$ cat config.mk
export PLATFORM = sky130hd
export DESIGN_NAME = sdram_init_refresh_ctrl_flat
export DESIGN_NICKNAME = d
export VERILOG_FILES = /design/src/rtl/sdram_init_refresh_ctrl_if.sv /design/src/rtl/sdram_init_refresh_ctrl.sv /design/src/flat_wrapper.sv
export SDC_FILE = /design/constraint.sdc
export NUM_CORES = 1
export LEC_CHECK = 0
export ABC_AREA = 0
export CORE_MARGIN = 1.5
export CORE_UTILIZATION = 56
export DETAILED_ROUTE_END_ITERATION = 6
export MAX_ROUTING_LAYER = met4
export PLACE_DENSITY_LB_ADDON = 0.08
export SYNTH_ARGS = -nofsm -noshare
export SYNTH_HDL_FRONTEND = slang
export SYNTH_SLANG_ARGS = --single-unit
$ cat constraint.sdc
create_clock -name CLK -period 8.4 [get_ports CLK]
set_input_delay 1.68 -clock CLK [delete_from_list [all_inputs] [get_ports CLK]]
set_output_delay 1.68 -clock CLK [all_outputs]
set_load 0.03 [all_outputs]
$ cat src/rtl/sdram_init_refresh_ctrl_if.sv
// Command-bus and refresh-handshake bundle between the SDRAM init/refresh
// controller (master) and the surrounding datapath/SDRAM side (slave).
interface sdram_init_refresh_ctrl_if;
   logic        INIT_WAIT_200_i;
   logic        REF_GNT_i;
   logic [3:0]  CMD_o;
   logic [11:0] ADDR_o;
   logic [1:0]  BA_o;
   logic        CKE_o;
   logic        INIT_DONE_o;
   logic        REF_REQ_o;
   logic        BUS_OWN_o;

   modport master (
      input  INIT_WAIT_200_i, REF_GNT_i,
      output CMD_o, ADDR_o, BA_o, CKE_o, INIT_DONE_o, REF_REQ_o, BUS_OWN_o
   );

   modport slave (
      output INIT_WAIT_200_i, REF_GNT_i,
      input  CMD_o, ADDR_o, BA_o, CKE_o, INIT_DONE_o, REF_REQ_o, BUS_OWN_o
   );
endinterface

$ cat src/rtl/sdram_init_refresh_ctrl.sv
// SDRAM power-up initialisation sequencer and periodic AUTO REFRESH scheduler.
//
//   state    | meaning
//   ---------+--------------------------------------------------------------
//   WAIT200  | CKE low, waiting for the 200 us power-up wait to complete
//   CKE_ON   | CKE raised, one cycle before PRECHARGE ALL
//   PRE      | PRECHARGE ALL cycle
//   PRE_W    | NOP spacing after PRECHARGE (T_RP)
//   REF1     | first init AUTO REFRESH cycle
//   REF1_W   | NOP spacing after REF1 (T_RFC)
//   REF2     | second init AUTO REFRESH cycle
//   REF2_W   | NOP spacing after REF2 (T_RFC)
//   MRS      | LOAD MODE REGISTER cycle
//   MRS_W    | NOP spacing after LOAD MODE (T_MRD)
//   IDLE     | datapath owns the bus, no refresh pending
//   REQ      | refresh pending, REF_REQ_o raised, waiting for grant
//   AREF     | periodic AUTO REFRESH cycle
//   AREF_W   | NOP spacing after AUTO REFRESH (T_RFC), bus still owned
//
// Spacing counters are loaded with T_x-1 on the command cycle and the next
// command fires on the edge after they reach zero, so a T_x of 1 skips the
// _W state entirely.
module sdram_init_refresh_ctrl #(
   parameter int          T_RP       = 2,
   parameter int          T_RFC      = 7,
   parameter int          T_MRD      = 2,
   parameter int          REF_PERIOD = 780,
   parameter logic [11:0] MODE_REG   = 12'h033
) (
   input  logic                          CLK,
   input  logic                          RST,
   sdram_init_refresh_ctrl_if.master     bus
);

   localparam logic [3:0]  CMD_NOP  = 4'b0111;
   localparam logic [3:0]  CMD_PRE  = 4'b0010;
   localparam logic [3:0]  CMD_AREF = 4'b0001;
   localparam logic [3:0]  CMD_LMR  = 4'b0000;
   localparam logic [11:0] ADDR_A10 = 12'h400;

   localparam logic [15:0] TRP_M1  = 16'(T_RP - 1);
   localparam logic [15:0] TRFC_M1 = 16'(T_RFC - 1);
   localparam logic [15:0] TMRD_M1 = 16'(T_MRD - 1);
   localparam logic [15:0] TREF_M1 = 16'(REF_PERIOD - 1);

   typedef enum logic [3:0] {
      S_WAIT200, S_CKE_ON,
      S_PRE,  S_PRE_W,
      S_REF1, S_REF1_W,
      S_REF2, S_REF2_W,
      S_MRS,  S_MRS_W,
      S_IDLE, S_REQ,
      S_AREF, S_AREF_W
   } state_t;

   state_t      state;
   logic [15:0] wait_cnt;
   logic [15:0] ref_tmr;
   logic [2:0]  pend_q;
   logic [2:0]  pend_nxt;
   logic        wait_tc;
   logic        done_evt;
   logic        wrap;
   logic        grant;

   assign wait_tc  = (wait_cnt == 16'd0);
   assign done_evt = ((state == S_MRS) || (state == S_MRS_W)) && wait_tc;
   assign wrap     = bus.INIT_DONE_o && (ref_tmr == 16'd0);
   assign grant    = ((state == S_IDLE) || (state == S_REQ)) &&
                     bus.REF_REQ_o && bus.REF_GNT_i;

   // Pending-refresh arithmetic: a wrap and a grant on the same edge cancel,
   // a wrap at 7 is dropped.
   always_comb begin
      pend_nxt = pend_q;
      if (wrap && !grant) begin
         if (pend_q != 3'd7) pend_nxt = pend_q + 3'd1;
      end else if (grant && !wrap) begin
         pend_nxt = pend_q - 3'd1;
      end
   end

   // Refresh interval down-counter (free-running once init completes) and pending count.
   always_ff @(posedge CLK or posedge RST) begin
      if (RST) begin
         ref_tmr <= TREF_M1;
         pend_q  <= 3'd0;
      end else begin
         pend_q <= pend_nxt;
         if (done_evt) begin
            ref_tmr <= TREF_M1;
         end else if (bus.INIT_DONE_o) begin
            ref_tmr <= wrap ? TREF_M1 : ref_tmr - 16'd1;
         end
      end
   end

   // Main sequencer with registered command-bus and handshake outputs.
   always_ff @(posedge CLK or posedge RST) begin
      if (RST) begin
         state           <= S_WAIT200;
         wait_cnt        <= 16'd0;
         bus.CMD_o       <= CMD_NOP;
         bus.ADDR_o      <= 12'h000;
         bus.BA_o        <= 2'b00;
         bus.CKE_o       <= 1'b0;
         bus.INIT_DONE_o <= 1'b0;
         bus.REF_REQ_o   <= 1'b0;
         bus.BUS_OWN_o   <= 1'b1;
      end else begin
         bus.CMD_o  <= CMD_NOP;
         bus.ADDR_o <= 12'h000;
         bus.BA_o   <= 2'b00;
         case (state)
            S_WAIT200: begin
               if (bus.INIT_WAIT_200_i) begin
                  bus.CKE_o <= 1'b1;
                  state     <= S_CKE_ON;
               end
            end
            S_CKE_ON: begin
               bus.CMD_o  <= CMD_PRE;
               bus.ADDR_o <= ADDR_A10;
               wait_cnt   <= TRP_M1;
               state      <= S_PRE;
            end
            S_PRE, S_PRE_W: begin
               if (wait_tc) begin
                  bus.CMD_o <= CMD_AREF;
                  wait_cnt  <= TRFC_M1;
                  state     <= S_REF1;
               end else begin
                  wait_cnt <= wait_cnt - 16'd1;
                  state    <= S_PRE_W;
               end
            end
            S_REF1, S_REF1_W: begin
               if (wait_tc) begin
                  bus.CMD_o <= CMD_AREF;
                  wait_cnt  <= TRFC_M1;
                  state     <= S_REF2;
               end else begin
                  wait_cnt <= wait_cnt - 16'd1;
                  state    <= S_REF1_W;
               end
            end
            S_REF2, S_REF2_W: begin
               if (wait_tc) begin
                  bus.CMD_o  <= CMD_LMR;
                  bus.ADDR_o <= MODE_REG;
                  bus.BA_o   <= 2'b00;
                  wait_cnt   <= TMRD_M1;
                  state      <= S_MRS;
               end else begin
                  wait_cnt <= wait_cnt - 16'd1;
                  state    <= S_REF2_W;
               end
            end
            S_MRS, S_MRS_W: begin
               if (wait_tc) begin
                  bus.INIT_DONE_o <= 1'b1;
                  bus.BUS_OWN_o   <= 1'b0;
                  bus.REF_REQ_o   <= 1'b0;
                  state           <= S_IDLE;
               end else begin
                  wait_cnt <= wait_cnt - 16'd1;
                  state    <= S_MRS_W;
               end
            end
            S_IDLE, S_REQ: begin
               if (grant) begin
                  bus.CMD_o     <= CMD_AREF;
                  bus.REF_REQ_o <= 1'b0;
                  bus.BUS_OWN_o <= 1'b1;
                  wait_cnt      <= TRFC_M1;
                  state         <= S_AREF;
               end else begin
                  bus.REF_REQ_o <= (pend_nxt != 3'd0);
                  state         <= (pend_nxt != 3'd0) ? S_REQ : S_IDLE;
               end
            end
            S_AREF, S_AREF_W: begin
               if (wait_tc) begin
                  bus.BUS_OWN_o <= 1'b0;
                  bus.REF_REQ_o <= (pend_nxt != 3'd0);
                  state         <= (pend_nxt != 3'd0) ? S_REQ : S_IDLE;
               end else begin
                  wait_cnt <= wait_cnt - 16'd1;
                  state    <= S_AREF_W;
               end
            end
            default: state <= S_WAIT200;
         endcase
      end
   end

endmodule
$ cat src/flat_wrapper.sv
// flat-port wrapper written by rule: the top's interface ports become plain ports
module sdram_init_refresh_ctrl_flat 
#(
   parameter int          T_RP       = 2,
   parameter int          T_RFC      = 7,
   parameter int          T_MRD      = 2,
   parameter int          REF_PERIOD = 780,
   parameter logic [11:0] MODE_REG   = 12'h033
)
  (CLK, RST, bus_INIT_WAIT_200_i, bus_REF_GNT_i, bus_CMD_o, bus_ADDR_o, bus_BA_o, bus_CKE_o, bus_INIT_DONE_o, bus_REF_REQ_o, bus_BUS_OWN_o);
  sdram_init_refresh_ctrl_if bus_i ();
  input  logic CLK;
  input  logic RST;
  input wire logic [$bits(bus_i.INIT_WAIT_200_i)-1:0] bus_INIT_WAIT_200_i;
  input wire logic [$bits(bus_i.REF_GNT_i)-1:0] bus_REF_GNT_i;
  output wire logic [$bits(bus_i.CMD_o)-1:0] bus_CMD_o;
  output wire logic [$bits(bus_i.ADDR_o)-1:0] bus_ADDR_o;
  output wire logic [$bits(bus_i.BA_o)-1:0] bus_BA_o;
  output wire logic [$bits(bus_i.CKE_o)-1:0] bus_CKE_o;
  output wire logic [$bits(bus_i.INIT_DONE_o)-1:0] bus_INIT_DONE_o;
  output wire logic [$bits(bus_i.REF_REQ_o)-1:0] bus_REF_REQ_o;
  output wire logic [$bits(bus_i.BUS_OWN_o)-1:0] bus_BUS_OWN_o;
  assign bus_i.INIT_WAIT_200_i = bus_INIT_WAIT_200_i;
  assign bus_i.REF_GNT_i = bus_REF_GNT_i;
  assign bus_CMD_o = bus_i.CMD_o;
  assign bus_ADDR_o = bus_i.ADDR_o;
  assign bus_BA_o = bus_i.BA_o;
  assign bus_CKE_o = bus_i.CKE_o;
  assign bus_INIT_DONE_o = bus_i.INIT_DONE_o;
  assign bus_REF_REQ_o = bus_i.REF_REQ_o;
  assign bus_BUS_OWN_o = bus_i.BUS_OWN_o;
  sdram_init_refresh_ctrl #(.T_RP(T_RP), .T_RFC(T_RFC), .T_MRD(T_MRD), .REF_PERIOD(REF_PERIOD), .MODE_REG(MODE_REG)) u_core (.CLK(CLK), .RST(RST), .bus(bus_i));
endmodule
==> flow_metrics.py <==
metrics = {
    "job": {
        "timing.max_cap.violations": 0,
    },
    "cts": {
        "cts_resized": 0,
        "cts_htree_levels": 2,
        "clock_insertion_delay_worst_skew_ps": 300,
        "cts.clk_slew.worst_paths_ps": 90,
        "post-cts-setup-buffers": 0,
        "cts_tree": "yes",
        "maximum_number_of_buffers_from_clock_root_to_sink": 2,
        "number_of_clock_buffers_inserted_by_tritoncts": 5,
        "clock_tree.root_cell": "sky130_fd_sc_hd__clkbuf_8",
        "cts_hold_buf": 0,
        "tritoncts_num_sinks": 48,
    },
    "synthesis": {
        "mappedNetlistArea_mm2": 0.00297,
        "synth.ff_latch_count": 48,
        "synth.distinct_cells": 69,
        "ys_dominant_reg_cell": "sky130_fd_sc_hd__dfrtp_1",
        "yosysTopAreaCellShare": 0.329,
        "synth_enable_flop_cells": 0,
        "synth_area_leaders": "sky130_fd_sc_hd__dfrtp_1 (33%), sky130_fd_sc_hd__dfstp_2 (8.0%), sky130_fd_sc_hd__a21oi_1 (5.1%)",
        "postSynth.asyncResetShare": 1.00,
        "netlist_instances": 324,
        "synthesis.area_per_instance_um2": 9.16,
        "netlist.top_cell.by_area": "sky130_fd_sc_hd__dfrtp_1",
        "ys_seq_area_frac": 0.409,
        "synthesis.yosys.warnings": 0,
    },
    "power_and_ir_drop": {
        "ir_worst_vdd_v": 0.000148,
        "pwr_density_cell_mw_per_mm2": 306,
        "cellLeakagePower_nw": 1.40,
    },
    "layout": {
        "fin_area_mm2": 0.00319,
        "final.fill_count": 470,
        "drive_above_1_share": 0.111,
        "layout-area-overhead-vs-synth_pct": 7.55,
        "antenna_cells_inserted": 0,
        "final-seq-area_mm2": 0.00121,
        "final_core_utilization": 0.625,
        "final_net_count": 341,
        "layout_commonest_cell": "sky130_fd_sc_hd__dfrtp_1",
        "final_cell_mix": "sky130_fd_sc_hd__dfrtp_1 (39), sky130_fd_sc_hd__a21oi_1 (30), sky130_fd_sc_hd__nor2_1 (24)",
        "multi_input_comb_area_mm2": 0.00157,
    },
    "critical_path": {
        "critical_path_class": "input pin to register",
        "crit_path_end_kind": "register",
        "critical_path_arrival_ps": 3750,
        "critical_path_required_ps": 8620,
        "cp_cell_sequence": "clkdlybuf4s50_1, nand3b_1, a31oi_1, o41ai_2, buf_4, or4_1, a21oi_1",
        "critPathLaunchType": "input pin",
        "worst-r2r-cell-count": 7,
        "timing.critical_path.max_delay_family": "buffers and inverters",
        "path_depth": 7,
        "worst_path_max_delay_cell": "sky130_fd_sc_hd__clkdlybuf4s50_1",
        "cp_max_fo": 21,
        "buf_inv_stages_crit_path": 2,
        "slowest_delay_ps": 540,
    },
    "sta": {
        "hold_viol": 0,
        "timing.slew.headroom": 0.203,
        "final-setup-viol-count": 0,
        "timing_max_transition_violations_final": 0,
        "fmaxAchievable_mhz": 283,
        "timing.setup.tns_ps": 0,
        "worst_pin_slew_ps": 1190,
        "fin_ws_ps": 4870,
        "unrepaired_setup_endpoints_after_global_routing": "false",
        "finalCritPeriodShare": 0.421,
        "fin_crit_ps": 3530,
        "whs_ps": 457,
        "skew_ps": 9.18,
    },
    "placed_design": {
        "portBuffers": 15,
        "post-dp-hpwl_um": 4370,
        "globalplace.congestion": 0.906,
        "dp_worst_setup_slack_ps": 4560,
        "placement.cell_area_mm2": 0.00309,
    },
    "status": {
        "outcome": "finished, final reports clean",
    },
    "route": {
        "route.detailed.drc": 0,
        "dr.pass1.iters": 5,
        "routed_wirelength_um": 6310,
        "drt_first_iter_violations": 211,
        "ant_nets": 0,
        "avgRoutedWirePerCell_um": 15.6,
        "num_vias": 2491,
        "vias_per_cell": 6.18,
    },
    "global_routing": {
        "maximum_number_of_pins_on_one_net_before_global_route_repair": 49,
        "gr-usage-all-layers": 0.246,
        "grt.overflow.total": 0,
        "antenna_found_initial": 0,
        "grt_first_pass_wirelength_um": 10500,
        "vias_in_the_first_global_route": 2286,
    },
    "floorplanning": {
        "core-area_mm2": 0.00511,
        "die_height_um": 75.8,
        "floorplan.die_area_mm2": 0.00575,
        "core.rowCount": 26,
        "top_level_ports": 26,
        "start_util": 0.581,
        "die_w_um": 75.8,
    },
    "worst_hold_path": {
        "min_path_cells": 1,
        "min-delay-path-class": "register to register",
    },
}
[report_power, final]
group | switching, mW | leakage (nW) | internal, mW | total, mW
logic | 0.225 | 0.773 | 0.170 | 0.394
clock network | 0.0767 | 0.0515 | 0.0753 | 0.152
registers | 0.111 | 0.578 | 0.318 | 0.429
total | 0.412 | 1.40 | 0.563 | 0.975
[metrics by stage]
stage / cells / power [mW]
6_report: 403 / 0.975
5_1_grt: 403 / 1.05
3_3_place_gp: 395 / 0.808
3_5_place_dp: 395 / 0.820
2_1_floorplan: 333 / 0.740
4_1_cts: 403 / 0.974
[synthesized netlist by cell type, types with 3 or more instances]
library cell	number
sky130_fd_sc_hd__a21boi_0	4
sky130_fd_sc_hd__a21o_1	6
sky130_fd_sc_hd__a21oi_1	30
sky130_fd_sc_hd__a22o_1	4
sky130_fd_sc_hd__a22oi_1	3
sky130_fd_sc_hd__and3_1	5
sky130_fd_sc_hd__buf_2	4
sky130_fd_sc_hd__buf_4	14
sky130_fd_sc_hd__clkbuf_1	4
sky130_fd_sc_hd__dfrtp_1	39
sky130_fd_sc_hd__dfstp_2	9
sky130_fd_sc_hd__ha_1	5
sky130_fd_sc_hd__inv_1	14
sky130_fd_sc_hd__nand2_1	15
sky130_fd_sc_hd__nand2b_1	8
sky130_fd_sc_hd__nand3_1	6
sky130_fd_sc_hd__nand3b_1	3
sky130_fd_sc_hd__nor2_1	24
sky130_fd_sc_hd__nor2b_1	3
sky130_fd_sc_hd__nor3_1	9
sky130_fd_sc_hd__nor3b_1	3
sky130_fd_sc_hd__nor4_1	12
sky130_fd_sc_hd__o21ai_0	19
sky130_fd_sc_hd__o21ai_1	6
sky130_fd_sc_hd__o31ai_1	5
sky130_fd_sc_hd__or2_2	3
sky130_fd_sc_hd__or3_1	8
sky130_fd_sc_hd__or4_1	12
[final cells by class]
class,count,share of cell area
multi-input combinational,245,0.492
sequential,48,0.380
timing repair buffer,16,0.0494
clock buffer,8,0.0314
tap,70,0.0274
inverter,16,0.0204
[path summary, 6_finish.rpt]
path                                     from                  to  slack, ps
min in group asynchronous                 RST  u_core.wait_cnt[8]       1920
hold / removal               u_core.bus.CKE_o    u_core.bus.CKE_o        460
setup reg to reg           u_core.wait_cnt[0]  u_core.wait_cnt[8]       5140
hold reg to reg              u_core.bus.CKE_o    u_core.bus.CKE_o        460
setup / recovery                bus_REF_GNT_i  u_core.wait_cnt[9]       4870
max in group asynchronous                 RST     u_core.state[0]       5870
[kinds of logic (layout without fill, tap and decap cells)]
group	after synthesis	in the layout	share of synthesized area
AND/OR/NAND/NOR	125	125	0.246
flip-flops	48	48	0.409
XOR/XNOR	3	3	0.00885
other	1	10	0.00126
adder cells (fa/ha/maj)	5	5	0.0211
AO/OA/AOI/OAI	99	99	0.228
multiplexers	3	3	0.0122
buffers and inverters	40	40	0.0742
[sequential cells by signal, summed over array words and instances, names as in the netlist]
signal / count
u_core.ref_tmr: 16
u_core.wait_cnt: 16
u_core.state: 4
u_core.bus.CMD_o: 3
u_core.pend_q: 3
u_core.bus.ADDR_o: 2
u_core.bus.BUS_OWN_o: 1
u_core.bus.CKE_o: 1
u_core.bus.INIT_DONE_o: 1
u_core.bus.REF_REQ_o: 1
[worst register-to-register path, delay by kind of cell (launching register included)]
family	cells	cell delay (ps)
flip-flops	1	440
AO/OA/AOI/OAI	2	1080
AND/OR/NAND/NOR	3	1270
buffers and inverters	1	110
adder cells (fa/ha/maj)	1	210
[routing by layer]
layer  part of all wire  routed length, um  GRT usage
met2               0.48               3040      0.398
met5                  0                  0          -
met3              0.032                204     0.0410
met1               0.47               2990      0.320
met4              0.010                 63     0.0655
Note: power is estimated with default switching activity, not from simulation.
